## config.mk

```make
export PLATFORM = sky130hd
export DESIGN_NAME = bank_resp_adapter
export DESIGN_NICKNAME = d
export VERILOG_FILES = /design/src/rtl/bank_resp_adapter_pkg.sv /design/src/rtl/tracker_fifo.sv /design/src/rtl/bank_resp_adapter.sv
export SDC_FILE = /design/constraint.sdc
export NUM_CORES = 1
export LEC_CHECK = 0
export CORE_AREA = 8 8 111 133
export DETAILED_ROUTE_END_ITERATION = 8
export DIE_AREA = 0 0 119 141
export GPL_TIMING_DRIVEN = 0
export PLACE_DENSITY = 0.83
export SYNTH_ARGS = -nofsm -noshare
export SYNTH_HDL_FRONTEND = slang
export SYNTH_HIERARCHICAL = 1
export SYNTH_SLANG_ARGS = --single-unit
```

## constraint.sdc

```tcl
create_clock -name clk_i -period 2.15 [get_ports clk_i]
set_input_delay 0.3225 -clock clk_i [delete_from_list [all_inputs] [get_ports clk_i]]
set_output_delay 0.3225 -clock clk_i [all_outputs]
set_load 0.05 [all_outputs]
```

## src/rtl/bank_resp_adapter_pkg.sv

```systemverilog
// Shared helpers for the bank response adapter.
package bank_resp_adapter_pkg;

  // Width of an index into n items, never narrower than one bit.
  function automatic int idx_width(input int n);
    return (n > 1) ? $clog2(n) : 1;
  endfunction

endpackage

```

## src/rtl/tracker_fifo.sv

```systemverilog
// Small synchronous FIFO: registered push/pop, head visible on rdata_o, no fall-through.
module tracker_fifo #(
  parameter int Width = 8,
  parameter int Depth = 4,
  localparam int AW = (Depth > 1) ? $clog2(Depth) : 1,
  localparam int UW = $clog2(Depth + 1)
) (
  input  logic             clk_i,
  input  logic             rst_i,
  input  logic             push_i,
  input  logic [Width-1:0] wdata_i,
  input  logic             pop_i,
  output logic [Width-1:0] rdata_o,
  output logic             full_o,
  output logic             empty_o,
  output logic [UW-1:0]    usage_o
);

  logic [Width-1:0] r_mem [Depth];
  logic [AW-1:0]    r_wptr;
  logic [AW-1:0]    r_rptr;
  logic [UW-1:0]    r_usage;

  // Pointers wrap naturally because Depth is a power of two.
  always_ff @(posedge clk_i or posedge rst_i) begin
    if (rst_i) begin
      r_wptr  <= '0;
      r_rptr  <= '0;
      r_usage <= '0;
    end else begin
      if (push_i) r_wptr <= r_wptr + AW'(1);
      if (pop_i)  r_rptr <= r_rptr + AW'(1);
      if (push_i && !pop_i)      r_usage <= r_usage + UW'(1);
      else if (!push_i && pop_i) r_usage <= r_usage - UW'(1);
    end
  end

  // Storage needs no reset; occupancy alone decides what is valid.
  always_ff @(posedge clk_i) begin
    if (push_i) r_mem[r_wptr] <= wdata_i;
  end

  assign rdata_o = r_mem[r_rptr];
  assign full_o  = (r_usage == UW'(Depth));
  assign empty_o = (r_usage == '0);
  assign usage_o = r_usage;

endmodule

```

## src/rtl/bank_resp_adapter.sv

```systemverilog
// Target-port endpoint: forwards requests to a memory bank, tags in-order read
// data with the issuing initiator, and limits in-flight work with a credit count.
module bank_resp_adapter
  import bank_resp_adapter_pkg::*;
#(
  parameter int NumIn          = 4,
  parameter int DataWidth      = 32,
  parameter int MaxOutstanding = 4,
  localparam int IdxW = idx_width(NumIn),
  localparam int CntW = $clog2(MaxOutstanding + 1)
) (
  input  logic                 clk_i,
  input  logic                 rst_i,
  input  logic                 req_valid_i,
  output logic                 req_ready_o,
  input  logic [IdxW-1:0]      req_ini_addr_i,
  input  logic [DataWidth-1:0] req_wdata_i,
  output logic                 bank_req_o,
  input  logic                 bank_gnt_i,
  output logic [DataWidth-1:0] bank_wdata_o,
  input  logic                 bank_rvalid_i,
  input  logic [DataWidth-1:0] bank_rdata_i,
  output logic                 resp_valid_o,
  input  logic                 resp_ready_i,
  output logic [IdxW-1:0]      resp_ini_addr_o,
  output logic [DataWidth-1:0] resp_rdata_o,
  output logic [CntW-1:0]      outstanding_o
);

  localparam logic [CntW-1:0] MaxCnt = CntW'(MaxOutstanding);

  logic [CntW-1:0] r_cnt;
  logic            w_credit;
  logic            w_req_hs;
  logic            w_resp_hs;
  logic            w_id_full;
  logic            w_id_empty;
  logic            w_data_full;
  logic            w_data_empty;
  logic [CntW-1:0] w_id_usage;
  logic [CntW-1:0] w_data_usage;

  // The credit check uses only the registered count, so a credit freed by a
  // response this cycle is not reusable until the next one. Reset blocks issue.
  assign w_credit     = (r_cnt < MaxCnt) && !rst_i;
  assign bank_req_o   = req_valid_i && w_credit;
  assign req_ready_o  = bank_gnt_i && w_credit;
  assign bank_wdata_o = req_wdata_i;

  assign w_req_hs     = req_valid_i && req_ready_o;
  assign w_resp_hs    = resp_valid_o && resp_ready_i;
  assign resp_valid_o = !w_data_empty;
  assign outstanding_o = r_cnt;

  // Credit counter: +1 per accepted request, -1 per delivered response.
  always_ff @(posedge clk_i or posedge rst_i) begin
    if (rst_i) begin
      r_cnt <= '0;
    end else if (w_req_hs && !w_resp_hs) begin
      r_cnt <= r_cnt + CntW'(1);
    end else if (!w_req_hs && w_resp_hs) begin
      r_cnt <= r_cnt - CntW'(1);
    end
  end

  tracker_fifo #(
    .Width (IdxW),
    .Depth (MaxOutstanding)
  ) u_id_fifo (
    .clk_i   (clk_i),
    .rst_i   (rst_i),
    .push_i  (w_req_hs),
    .wdata_i (req_ini_addr_i),
    .pop_i   (w_resp_hs),
    .rdata_o (resp_ini_addr_o),
    .full_o  (w_id_full),
    .empty_o (w_id_empty),
    .usage_o (w_id_usage)
  );

  // Bank responses cannot be stalled; the credit limit leaves room for them.
  tracker_fifo #(
    .Width (DataWidth),
    .Depth (MaxOutstanding)
  ) u_data_fifo (
    .clk_i   (clk_i),
    .rst_i   (rst_i),
    .push_i  (bank_rvalid_i),
    .wdata_i (bank_rdata_i),
    .pop_i   (w_resp_hs),
    .rdata_o (resp_rdata_o),
    .full_o  (w_data_full),
    .empty_o (w_data_empty),
    .usage_o (w_data_usage)
  );

  // Catch bank misbehaviour: orphan responses, data overflow, FIFOs out of step.
  always @(posedge clk_i) begin
    if (!rst_i) begin
      assert (!(bank_rvalid_i && (w_id_usage <= w_data_usage)));
      assert (!(bank_rvalid_i && w_data_full));
      assert (!(w_req_hs && w_id_full));
      assert (!(w_resp_hs && w_id_empty));
    end
  end

endmodule

```

==> results.json <==
{
  "fin_crit_sh": 0.976,
  "fin_skew_ps": 8.74,
  "overflow": 0,
  "ioPinCount": 144,
  "r2r_cells": 11,
  "post-place-cells": 560,
  "crit_fanout": 10,
  "grt_pass1_wl_um": 17500,
  "fin_crit_ps": 2100,
  "critPathArrivalTime_ps": 1780,
  "critPathKind": "flip-flop to primary output",
  "synthCells": 285,
  "first_pass_iters": 4,
  "yosys_warnings": 6,
  "initial_utilization": 0.478,
  "num_rows": 45,
  "worst_pin_slew_ps": 923,
  "die_w_um": 119,
  "max_freq_mhz": 477,
  "irDropWorstVdd_v": 0.000851,
  "gp_congestion": 0.682,
  "n_antenna_cell": 0,
  "cp-start-kind": "flip-flop",
  "place_hpwl_um": 7670,
  "drive_gt1_frac": 0.341,
  "status": "finished clean",
  "worstSetupEndpointType": "primary output",
  "leakage_nw": 2.90,
  "clk-insertion-delay-late_ps": 410,
  "die_area_sq_um": 16800,
  "rsz0062_at_grt": "true",
  "final_cells": 595,
  "numCtsBuffers": 17,
  "chipHeight_um": 141,
  "setup_viol": 0,
  "wire_per_inst_um": 18.9,
  "dp_slack_ps": -399,
  "timing.final.ws_setup_ps": 52.3,
  "drv_slew": 0,
  "drtAntennaViolNets": 0,
  "drt_iter0_drc": 132,
  "drc": 0,
  "report.final.hold_viol_count": 0,
  "grt_antenna_before_repair": 0,
  "grt_max_degree": 33,
  "syn_area_sq_um": 6000,
  "maxCapViolCount": 0,
  "syn2layout_area_growth_pct": 32.5,
  "synth_nets": 369,
  "htreeDepth": 4,
  "crit_required_ps": 1830,
  "port_buffers": 111,
  "wirelength_um": 11200,
  "hold_class": "input port to asynchronous set/reset pin",
  "cts_max_path_buffers": 2,
  "cts_tree": "yes",
  "path_clk_slew_ps": 60,
  "powerDensity_nw_per_um2": 1500,
  "relSlewSlack": 0.385,
  "cts_root_buf": "clkbuf_16",
  "first_global_vias": 3360,
  "core-area_sq_um": 12600,
  "num-nets-final": 502,
  "syn_avg_cell_area_sq_um": 21.1,
  "dr_total_vias": 2946,
  "viasPerCell": 4.95,
  "layout_commonest_cell": "edfxtp_1",
  "cts.sinks": 150,
  "grt_usage": 0.138,
  "final_cell_mix": "edfxtp_1, clkdlybuf4s50_1, buf_4"
}
-- power breakdown --
group          internal [W]  switching, W  leakage [nW]
clock               0.00172       0.00112         0.276
combinational       0.00197       0.00306          1.21
sequential          0.00385      0.000241          1.41
-- routing by layer --
| metal | vias to the layer above | track usage | share of wire |
|---|---|---|---|
| met5 | - | 0 | 0 |
| met4 | 0 | 0.0494 | 0.0095 |
| met3 | 10 | 0.0583 | 0.063 |
| met2 | 90 | 0.252 | 0.56 |
| met1 | 1506 | 0.134 | 0.37 |
| li1 | 1340 | - | - |
-- metrics by stage --
stage / util / hold slack, ps / setup TNS, ps / instance area (sq um) / power (W)
3_5_place_dp: 0.584 / 473 / -8730 / 7330 / 0.00908
5_1_grt: 0.634 / 213 / -68.4 / 7960 / 0.0125
6_report: 0.634 / 181 / 0 / 7960 / 0.0120
3_3_place_gp: 0.583 / 458 / -82090 / 7320 / 0.00898
2_1_floorplan: - / 84.5 / 0 / 6010 / 0.00757
4_1_cts: 0.622 / 178 / -151 / 7820 / 0.0118
-- final timing paths --
kind,startpoint,to,slack (ps)
setup / recovery,u_data_fifo/r_rptr[0],resp_rdata_o[28],50
hold / removal,rst_i,outstanding_o[2],180
setup reg to reg,u_data_fifo/usage_o[0],u_data_fifo/usage_o[2],130
hold reg to reg,u_data_fifo/usage_o[2],u_data_fifo/usage_o[2],500
max in group asynchronous,rst_i,u_data_fifo/r_rptr[1],1680
min in group clk_i,u_data_fifo/usage_o[2],u_data_fifo/usage_o[2],500
-- final cells by class --
type / count / area [sq um]
fillers: 858 / 4600
flip-flops and latches: 150 / 4430
multi-input cells: 83 / 1210
repair buffers: 115 / 1140
clock buffers: 18 / 429
plain buffers: 39 / 334
well taps: 164 / 205
clock inverters: 14 / 150
inverters: 12 / 45.0
-- state kept, by name, summed over array words and instances (netlist names) --
signal and flops:
u_data_fifo/r_mem 128, u_id_fifo/r_mem 8, outstanding_o 3, u_data_fifo/usage_o 3, u_data_fifo/r_rptr 2, u_data_fifo/r_wptr 2, u_id_fifo/r_rptr 2, u_id_fifo/r_wptr 2
-- worst max-delay path, cell delays in order, from the launching register on --
cell and delay (ps):
dfrtp_1 340, buf_6 160, buf_12 160, mux4_2 540
buf_6 180
-- timing repair --
action | in CTS | in global routing
setup buffers | 2 | 2
pin swaps | 0 | 4
resized for setup | 197 | 54
hold buffers | 0 | 0
endpoints found under the hold margin | 0 | 0
endpoints found under the setup margin | 38 | 31
No activity file was read; power rests on OpenSTA's default activity.
